## src/rtl/mmio_console_pkg.sv

```systemverilog
// Shared definitions for the MMIO console: register offsets, STATUS layout,
// bus access sizes and transmit FSM states.
package mmio_console_pkg;

   typedef enum logic [1:0] {ACC_BYTE, ACC_HALF, ACC_WORD} mem_access_t;

   localparam logic [3:0] OFF_TXDATA  = 4'h0;
   localparam logic [3:0] OFF_STATUS  = 4'h4;
   localparam logic [3:0] OFF_DROPPED = 4'h8;

   localparam int unsigned ST_FULL    = 0;
   localparam int unsigned ST_EMPTY   = 1;
   localparam int unsigned ST_BUSY    = 2;
   localparam int unsigned ST_CNT_LSB = 4;

   typedef enum logic [1:0] {S_IDLE, S_START, S_DATA, S_STOP} uart_state_t;

endpackage

```

## src/rtl/mmio_console_byte_fifo.sv

```systemverilog
// Byte FIFO with first-word-fall-through output; a push on a full FIFO is
// accepted only when a pop happens in the same cycle.
module byte_fifo #(
   parameter int unsigned DEPTH = 8
) (
   input  logic                     clk,
   input  logic                     rst,
   input  logic                     push,
   input  logic                     pop,
   input  logic [7:0]               din,
   output logic [7:0]               dout,
   output logic                     full,
   output logic                     empty,
   output logic [$clog2(DEPTH):0]   count
);
   localparam int unsigned AW = $clog2(DEPTH);

   logic [7:0]    mem [DEPTH];
   logic [AW-1:0] wr_ptr;
   logic [AW-1:0] rd_ptr;
   logic          do_push;
   logic          do_pop;

   assign full    = (count == (AW+1)'(DEPTH));
   assign empty   = (count == '0);
   assign do_pop  = pop && !empty;
   assign do_push = push && (!full || do_pop);
   assign dout    = mem[rd_ptr];

   always_ff @(posedge clk) begin
      if (do_push) mem[wr_ptr] <= din;
   end

   always_ff @(posedge clk or negedge rst) begin
      if (!rst) begin
         wr_ptr <= '0;
         rd_ptr <= '0;
         count  <= '0;
      end else begin
         if (do_push) wr_ptr <= wr_ptr + 1'b1;
         if (do_pop)  rd_ptr <= rd_ptr + 1'b1;
         case ({do_push, do_pop})
            2'b10:   count <= count + 1'b1;
            2'b01:   count <= count - 1'b1;
            default: count <= count;
         endcase
      end
   end

endmodule

```

## src/rtl/mmio_console.sv

```systemverilog
// Memory-mapped UART console: a 16-byte register window feeding a TX FIFO
// and an 8N1 serial transmitter with a DROPPED overflow counter.
module mmio_console
   import mmio_console_pkg::*;
#(
   parameter logic [31:0] BASE_ADDR    = 32'h0000_1000,
   parameter int unsigned CLKS_PER_BIT = 4,
   parameter int unsigned FIFO_DEPTH   = 8
) (
   input  logic        clk,
   input  logic        rst,
   input  logic        ena,
   input  logic [31:0] mem_addr,
   input  logic [31:0] mem_wr_data,
   input  logic        mem_wr_ena,
   input  mem_access_t mem_access,
   output logic        hit,
   output logic [31:0] mem_rd_data,
   output logic        uart_tx,
   output logic        tx_busy
);
   localparam int unsigned CW = $clog2(FIFO_DEPTH) + 1;
   localparam int unsigned BW = (CLKS_PER_BIT > 1) ? $clog2(CLKS_PER_BIT) : 1;
   localparam logic [BW-1:0] BAUD_LAST = BW'(CLKS_PER_BIT - 1);

   logic [3:0]    off;
   logic          wr_sel, push, clr, pop_req, pop, drop;
   logic [7:0]    fifo_dout;
   logic          fifo_full, fifo_empty;
   logic [CW-1:0] fifo_count;
   logic [31:0]   count_wide;
   logic [3:0]    cnt_sat;
   logic [7:0]    status;
   logic [31:0]   dropped;
   logic          unused_ok;

   uart_state_t   state, state_n;
   logic [BW-1:0] baud, baud_n;
   logic [2:0]    bit_idx, bit_n;
   logic [7:0]    shreg, sh_n;
   logic          tx_n, baud_last;

   assign unused_ok = ^{mem_wr_data[31:8], mem_access};

   assign off    = mem_addr[3:0];
   assign hit    = (mem_addr[31:4] == BASE_ADDR[31:4]);
   assign wr_sel = hit && mem_wr_ena && ena;
   assign push   = wr_sel && (off == OFF_TXDATA);
   assign clr    = wr_sel && (off == OFF_DROPPED);
   assign pop    = pop_req && ena;
   assign drop   = push && fifo_full && !pop;

   byte_fifo #(.DEPTH(FIFO_DEPTH)) u_fifo (
      .clk   (clk),
      .rst   (rst),
      .push  (push),
      .pop   (pop),
      .din   (mem_wr_data[7:0]),
      .dout  (fifo_dout),
      .full  (fifo_full),
      .empty (fifo_empty),
      .count (fifo_count)
   );

   assign count_wide = 32'(fifo_count);
   assign cnt_sat    = (count_wide > 32'd15) ? 4'hF : count_wide[3:0];

   always_comb begin
      status                     = '0;
      status[ST_FULL]            = fifo_full;
      status[ST_EMPTY]           = fifo_empty;
      status[ST_BUSY]            = tx_busy;
      status[ST_CNT_LSB +: 4]    = cnt_sat;
   end

   always_comb begin
      mem_rd_data = '0;
      if (hit) begin
         case (off)
            OFF_STATUS:  mem_rd_data = {24'h0, status};
            OFF_DROPPED: mem_rd_data = dropped;
            default:     mem_rd_data = '0;
         endcase
      end
   end

   // Clear has priority over a same-cycle overflow increment.
   always_ff @(posedge clk or negedge rst) begin
      if (!rst)                         dropped <= '0;
      else if (clr)                     dropped <= '0;
      else if (drop && (dropped != '1)) dropped <= dropped + 1'b1;
   end

   assign tx_busy   = (state != S_IDLE);
   assign baud_last = (baud == BAUD_LAST);

   // tx_n is the line level for the cycle after this edge, keeping uart_tx registered.
   always_comb begin
      state_n = state;
      baud_n  = baud_last ? '0 : baud + 1'b1;
      bit_n   = bit_idx;
      sh_n    = shreg;
      tx_n    = uart_tx;
      pop_req = 1'b0;
      case (state)
         S_IDLE: begin
            baud_n = '0;
            tx_n   = 1'b1;
            if (!fifo_empty) begin
               pop_req = 1'b1;
               sh_n    = fifo_dout;
               state_n = S_START;
               tx_n    = 1'b0;
            end
         end
         S_START: begin
            if (baud_last) begin
               state_n = S_DATA;
               bit_n   = '0;
               tx_n    = shreg[0];
            end
         end
         S_DATA: begin
            if (baud_last) begin
               if (bit_idx == 3'd7) begin
                  state_n = S_STOP;
                  tx_n    = 1'b1;
               end else begin
                  bit_n = bit_idx + 1'b1;
                  tx_n  = shreg[bit_n];
               end
            end
         end
         S_STOP: begin
            if (baud_last) begin
               if (!fifo_empty) begin
                  pop_req = 1'b1;
                  sh_n    = fifo_dout;
                  state_n = S_START;
                  tx_n    = 1'b0;
               end else begin
                  state_n = S_IDLE;
                  tx_n    = 1'b1;
               end
            end
         end
         default: state_n = S_IDLE;
      endcase
   end

   always_ff @(posedge clk or negedge rst) begin
      if (!rst) begin
         state   <= S_IDLE;
         baud    <= '0;
         bit_idx <= '0;
         shreg   <= '0;
         uart_tx <= 1'b1;
      end else if (ena) begin
         state   <= state_n;
         baud    <= baud_n;
         bit_idx <= bit_n;
         shreg   <= sh_n;
         uart_tx <= tx_n;
      end
   end

endmodule

```

## config.mk

```make
export PLATFORM = sky130hd
export DESIGN_NAME = mmio_console
export DESIGN_NICKNAME = d
export VERILOG_FILES = /design/src/rtl/mmio_console_pkg.sv /design/src/rtl/mmio_console_byte_fifo.sv /design/src/rtl/mmio_console.sv
export SDC_FILE = /design/constraint.sdc
export NUM_CORES = 1
export LEC_CHECK = 0
export CAP_MARGIN = 30
export CELL_PAD_IN_SITES_DETAIL_PLACEMENT = 1
export CELL_PAD_IN_SITES_GLOBAL_PLACEMENT = 1
export CORE_ASPECT_RATIO = 1.1
export CORE_MARGIN = 2
export CORE_UTILIZATION = 25
export CTS_CLUSTER_SIZE = 8
export DETAILED_ROUTE_END_ITERATION = 8
export GPL_ROUTABILITY_DRIVEN = 1
export PLACE_DENSITY = 0.62
export SETUP_SLACK_MARGIN = 0.02
export SKIP_LAST_GASP = 1
export SYNTH_ARGS = -nofsm -noshare
export SYNTH_HDL_FRONTEND = slang
export SYNTH_SLANG_ARGS = --single-unit
```

## constraint.sdc

```tcl
create_clock -name clk -period 3.1 [get_ports clk]
set_input_delay 0.62 -clock clk [delete_from_list [all_inputs] [get_ports clk]]
set_output_delay 0.62 -clock clk [all_outputs]
set_load 0.05 [all_outputs]
```

==> results of run 1 <==
==> layer usage <==
layer / part of all wire, % / up-vias / wire length, µm / global-route usage [%]
met4: 1.6 / 0 / 257 / 3.454
met1: 40 / 2306 / 6613 / 14.86
li1: - / 2165 / - / -
met2: 55 / 91 / 8992 / 24.48
met5: 0 / - / 0 / 0
met3: 3.6 / 19 / 590 / 3.825
==> cells in the final DEF (no fill, tap or decap), types with 16 or more instances in the layout <==
cell | Yosys | layout
nand2_1 | 38 | 38
dlygate4sd2_1 | 0 | 21
o21ai_0 | 23 | 23
nand3_1 | 23 | 22
a21oi_1 | 31 | 30
clkbuf_16 | 0 | 17
edfxtp_1 | 64 | 64
mux4_2 | 18 | 18
buf_12 | 0 | 35
nor2_1 | 31 | 23
clkdlybuf4s50_1 | 0 | 19
or3_1 | 16 | 16
buf_4 | 0 | 51
dfrtp_1 | 57 | 57
==> cells in the mapped netlist, drive strengths merged, types with 2 or more instances <==
master,count
xor2,6
nor4b,2
o211ai,3
or2,5
nor2b,3
mux4,18
edfxtp,64
o21ai,24
o31ai,5
and2,27
a211o,5
inv,8
a21oi,31
a22oi,9
a21o,9
nor3b,3
nor2,31
dfrtp,57
nor3,15
clkbuf,11
buf,10
nand2,39
nor4,11
and3,7
mux2,6
nand3,24
o21a,2
mux2i,8
ha,14
nand4,10
or4,4
nand2b,4
or3,16
xnor2,3
==> critical path, delay by kind of cell <==
kind                       cells  cell delay (ns)
xor gates and xnor gates       3             0.43
AOI/OAI and AO/OA              1             0.11
buffers and inverters          4             0.62
and+or+nand+nor                5             1.10
adders and majority gates      2             0.36
==> final timing paths <==
| kind | endpoint | startpoint | slack (ns) | depth (start not counted) |
|---|---|---|---|---|
| max in group asynchronous | uart_tx$_DFFE_PN1P_ | rst | 2.10 | 2 |
| worst max-delay path | u_fifo.count[2]$_DFFE_PN0P_ | mem_addr[9] | 0.12 | 15 |
| worst min-delay path | dropped[15]$_DFFE_PN0P_ | rst | 0.22 | 1 |
| min in group clk | u_fifo.wr_ptr[2]$_DFFE_PN0P_ | u_fifo.wr_ptr[2]$_DFFE_PN0P_ | 0.51 | 1 |
| worst max register to register | u_fifo.count[3]$_DFFE_PN0P_ | state[0]$_DFFE_PN0P_ | 0.22 | 12 |
| worst min register to register | u_fifo.wr_ptr[2]$_DFFE_PN0P_ | u_fifo.wr_ptr[2]$_DFFE_PN0P_ | 0.51 | 1 |
==> what timing repair did <==
item                                   4_1_cts  5_1_grt
gates cloned                                 2        0
endpoints found under the hold margin        0        0
buffers inserted                             8        1
setup endpoints to repair                   32       34
pin swaps                                   12       10
gates resized for setup                     54       15
==> area by class of cell <==
| class | instances | area, µm² | share of cell area [%] |
|---|---|---|---|
| clock inverters | 15 | 151.4 | 1.752 |
| repair buffers | 136 | 1587 | 18.36 |
| well taps | 305 | 381.6 | 4.415 |
| clock buffers | 17 | 425.4 | 4.922 |
| multi-input cells | 352 | 2694 | 31.17 |
| inverters | 8 | 30.03 | 0.3474 |
| flip-flops and latches | 122 | 3374 | 39.04 |
==> registers in the layout (all words and copies together), names as in the netlist <==
signal and cells:
bit_idx 3, u_fifo.mem 64, shreg 8, baud 2
uart_tx 1, u_fifo.rd_ptr 3, state 2, dropped 32
u_fifo.count 4, u_fifo.wr_ptr 3
==> power groups by stage <==
stage / combinational [W] / sequential (W) / clock [W]
2_1_floorplan: 0.000949 / 0.00198 / 0
3_3_place_gp: 0.00120 / 0.00210 / 0
3_5_place_dp: 0.00125 / 0.00210 / 0
4_1_cts: 0.00125 / 0.00208 / 0.00195
5_1_grt: 0.00139 / 0.00210 / 0.00202
6_report: 0.00125 / 0.00207 / 0.00190
==> logic make-up after synthesis <==
group,Yosys count,synth area share [%]
AO/OA/AOI/OAI,94,9.759
XOR/XNOR,9,1.308
adder cells (fa/ha/maj),14,2.907
buffers and inverters,29,1.973
flip-flops,122,56.00
multiplexers,32,9.178
AND/OR/NAND/NOR,203,18.87
==> metrics by stage <==
step,std cells,worst slack (ns)
after floorplan,503,0.02600
after global placement,914,-0.3171
after detailed placement,914,-0.3327
after CTS,956,0.02552
after global routing,955,-0.04362
final,955,0.1165
==> results.cfg, run 1 <==
[worst_setup_path]
crit_top_cell = xor2_1
slowest_delay_ns = 0.33
critPathRequiredTime_ns = 3.39
path_class = in2reg
cp.arrival_ns = 3.27
path_max_fanout = 3
end_kind = flip-flop
start_kind = primary input
cp_cell_sequence = dlygate4sd2_1, nor4_2, nand4_1, or2_4, buf_4, buf_4, nor3b_4, inv_2, ha_4, xor2_1, ha_1, a21oi_2, xor2_1, nor2_1, xor2_1
slowest_stage = or2_4

[power]
ir_worst_vdd_v = 0.0005809
sw_frac_of_total_pct = 31.50
power_switching_w = 0.001642
p_leak_nw = 3.396
sequentialPowerShare_pct = 39.7
p_int_w = 0.003570
cellPowerDensity_mw_per_mm2 = 603.0
p_comb_share_pct = 23.9
power_w = 0.005212
clkPwrFrac_pct = 36.4

[timing]
slew_headroom_pct = 45.02
fin_crit_sh_pct = 96.24
tightest_slew_ns = 0.8247
setup_tns_ns = 0
setup_violations = 0
layout_min_cycle_time_ns = 2.983
slew_viol_final = 0
holdWs_ns = 0.2182
hold_violations = 0
fmax_ghz = 0.3352
clock_skew_ns = 0.01089

[route]
vias_per_cell = 4.797
routedWlPerCell_um = 17.23
wl_um = 16450
ant_nets = 0
dr.pass1.iters = 4
first_iter_violations = 195
drcViolationCount = 0
num_vias = 4581

[logic_synthesis]
synth_area_mm2 = 0.006026
synth.largest_area_cell = edfxtp_1
synth_edf_count = 64
syn_avg_cell_area_um2 = 11.98
synth_fp_nets = 587
synthDistinctLibCells = 51
synth_flop_cell = edfxtp_1
synthArstFlopShare_pct = 47.54
synthCells = 503
synth_top_area_share_pct = 31.89
synth_seq_area_share_pct = 56.00
synth_warnings = 0
synth_area_leaders = edfxtp_1 (32%), dfrtp_1 (24%), mux4_2 (6.7%), ha_1 (2.9%), and2_1 (2.8%)
ys_ff_latch = 122

[place]
gp_congestion = 0.7839
portBuffers = 78
dpl-instance-area_mm2 = 0.007856
dp_hpwl_um = 11730

[die]
io_pins = 105
rows = 59
die_x_um = 152.0
dieArea_mm2 = 0.02536
core_mm2 = 0.02370
start_util_pct = 25.43
die_h_um = 166.8

[clocking]
clkSlewWorstSetupHoldPaths_ns = 0.06
cts_made_buffers = 17
cts_hold_buffers = 0
cts_tree = built
h-tree-depth = 4
root_buffer = clkbuf_16
clk_latency_ns = 0.42
clockBufferDepth = 2
clock-sinks = 122

[grt]
gr-total-overflow = 0
grt_pass1_wl_um = 26660
antenna_found_initial = 0
grt_max_degree = 27
grt_pass1_vias = 5001
gr-usage-all-layers_pct = 13.24

[final_layout]
area_delta_synth_final_pct = 43.44
finalCoreUtilization_pct = 36.48
stdcell_area_mm2 = 0.008643
drive_above_1_share_pct = 32.62
fillers = 2530
nets = 721
num_antenna_cells = 0

[outcome]
status = completed

[min_path]
min-delay-path-class = in2async

[job]
cap_viol_max_count = 0
(Power assumes the default switching activity.)
==> run 2, diff against run 1 <==
--- a/config.mk
+++ b/config.mk
@@ -14,6 +14,7 @@
 export CTS_CLUSTER_SIZE = 8
 export DETAILED_ROUTE_END_ITERATION = 8
 export GPL_ROUTABILITY_DRIVEN = 1
+export GPL_TIMING_DRIVEN = 0
 export PLACE_DENSITY = 0.62
 export SETUP_SLACK_MARGIN = 0.02
 export SKIP_LAST_GASP = 1
==> results.cfg, run 2 (synthesized netlist as in run 1, its figures left out) <==
[outcome]
status = completed

[route]
dr.pass1.iters = 4
ant_nets = 0
drcViolationCount = 0
vias_per_cell = 4.874
routedWlPerCell_um = 17.62
wl_um = 16600
first_iter_violations = 198
num_vias = 4591

[die]
core_mm2 = 0.02370
start_util_pct = 25.43
die_h_um = 166.8
io_pins = 105
die_x_um = 152.0
rows = 59
dieArea_mm2 = 0.02536

[power]
cellPowerDensity_mw_per_mm2 = 640.3
p_leak_nw = 3.221
ir_worst_vdd_v = 0.0003952

[final_layout]
num_antenna_cells = 0
regMostFlops = u_fifo.mem
layout_commonest_cell = edfxtp_1
nets = 708
fillers = 2538
top_regs = u_fifo.mem: 64 flops, dropped: 32 flops, shreg: 8 flops
area_delta_synth_final_pct = 36.15
drive_above_1_share_pct = 31.55
stdcell_area_mm2 = 0.008204
layout_common_cells = edfxtp_1 (64), dfrtp_1 (57), nand2_1 (37)
largest_reg_flops = 64

[place]
dp_hpwl_um = 11540
portBuffers = 78
dpl-instance-area_mm2 = 0.007244
gp_congestion = 0.7531

[clocking]
h-tree-depth = 4
cts_made_buffers = 17
clkSlewWorstSetupHoldPaths_ns = 0.06
clk_latency_ns = 0.42
clockBufferDepth = 2
clock-sinks = 122
cts_tree = built
root_buffer = clkbuf_16
cts_hold_buffers = 0

[worst_setup_path]
start_kind = primary input
path_class = in2out
slowest_stage = clkdlybuf4s15_2
cp_cell_sequence = clkbuf_2, nor4_2, nand4_1, buf_6, or2_4, clkbuf_16, buf_4, nor3_2, clkdlybuf4s15_2
end_kind = primary output
path_max_fanout = 4
slowest_delay_ns = 0.39
critPathRequiredTime_ns = 2.48
cp.arrival_ns = 2.40

[timing]
setup_tns_ns = 0
fin_crit_sh_pct = 97.44
hold_violations = 0
fmax_ghz = 0.3311
setup_violations = 0
slew_headroom_pct = 43.30
layout_min_cycle_time_ns = 3.021
slew_viol_final = 0
tightest_slew_ns = 0.8435
clock_skew_ns = 0.01948
rsz0062_at_grt = yes
holdWs_ns = 0.2952

[grt]
antenna_found_initial = 0
grt_pass1_wl_um = 26280
grt_max_degree = 59
gr-total-overflow = 0
grt_pass1_vias = 4955
gr-usage-all-layers_pct = 13.13

[min_path]
min-delay-path-class = in2async

[job]
cap_viol_max_count = 0
[run 2: cell types whose count changed in the layout (fill, tap and decap cells not counted), sizes merged, moves of 3 or more]
cell / change
clkbuf: +23
clkdlybuf4s50: -5
dlygate4sd2: -16
clkdlybuf4s15: +10
buf: -25
clkinvlp: -3
inv: +4
[run 2: final timing paths]
path	startpoint	to	slack, ns	depth (start not counted)
worst min-delay path	rst	dropped[15]$_DFFE_PN0P_	0.30	1
max in group asynchronous	rst	state[0]$_DFFE_PN0P_	2.29	1
worst min register to register	uart_tx$_DFFE_PN1P_	uart_tx$_DFFE_PN1P_	0.50	2
worst max register to register	state[1]$_DFFE_PN0P_	u_fifo.mem[4][4]$_DFFE_PP_	0.24	9
worst max-delay path	mem_addr[14]	mem_rd_data[25]	0.08	9
min in group clk	uart_tx$_DFFE_PN1P_	uart_tx$_DFFE_PN1P_	0.50	2
[run 2: layout make-up]
type                    count  area (µm²)  share of cell area, %
repair buffers            104       998.5                  12.17
inverters                   8       30.03                 0.3660
clock inverters            15       147.6                  1.800
clock buffers              17       425.4                  5.185
flip-flops and latches    122        3374                  41.13
multi-input cells         352        2721                  33.17
plain buffers              19       125.1                  1.525
well taps                 305       381.6                  4.652
[run 2: report_power, final]
group	leakage, nW	switching [W]	internal [W]	total [W]
Clock	0.282	0.000842	0.00107	0.00191
Sequential	1.34	0.000107	0.00185	0.00196
Combinational	1.60	0.000730	0.000650	0.00138
Total	3.22	0.00168	0.00357	0.00525
[run 2: per-layer routing]
layer / part of all wire, % / GRT usage (%) / up-vias
met1: 42 / 15.54 / 2314
met2: 53 / 22.99 / 103
met3: 3.0 / 3.331 / 29
met4: 2.3 / 4.876 / 0
met5: 0 / 0 / -
li1: - / - / 2145
[run 2: critical path, delay by kind of cell]
kind | cells | cell delay [ns]
buffers and inverters | 5 | 0.92
and+or+nand+nor | 4 | 0.85
[run 2: through the flow]
step           instances  util (%)  power (W)  setup WS (ns)
6_report             942     34.62   0.005253        0.07949
5_1_grt              942     34.62   0.005557       -0.02292
4_1_cts              933     34.22   0.005293        0.01941
3_5_place_dp         889     30.57   0.003333         -1.779
3_3_place_gp         886     30.50   0.003269         -1.729
2_1_floorplan        503         -   0.002933        0.02600
[run 2: repair_timing]
item / 4_1_cts / 5_1_grt
setup buffers: 11 / 9
gates resized for setup: 305 / 47
pin swaps: 13 / 12
gates cloned: 3 / 0
setup endpoints to repair: 102 / 102
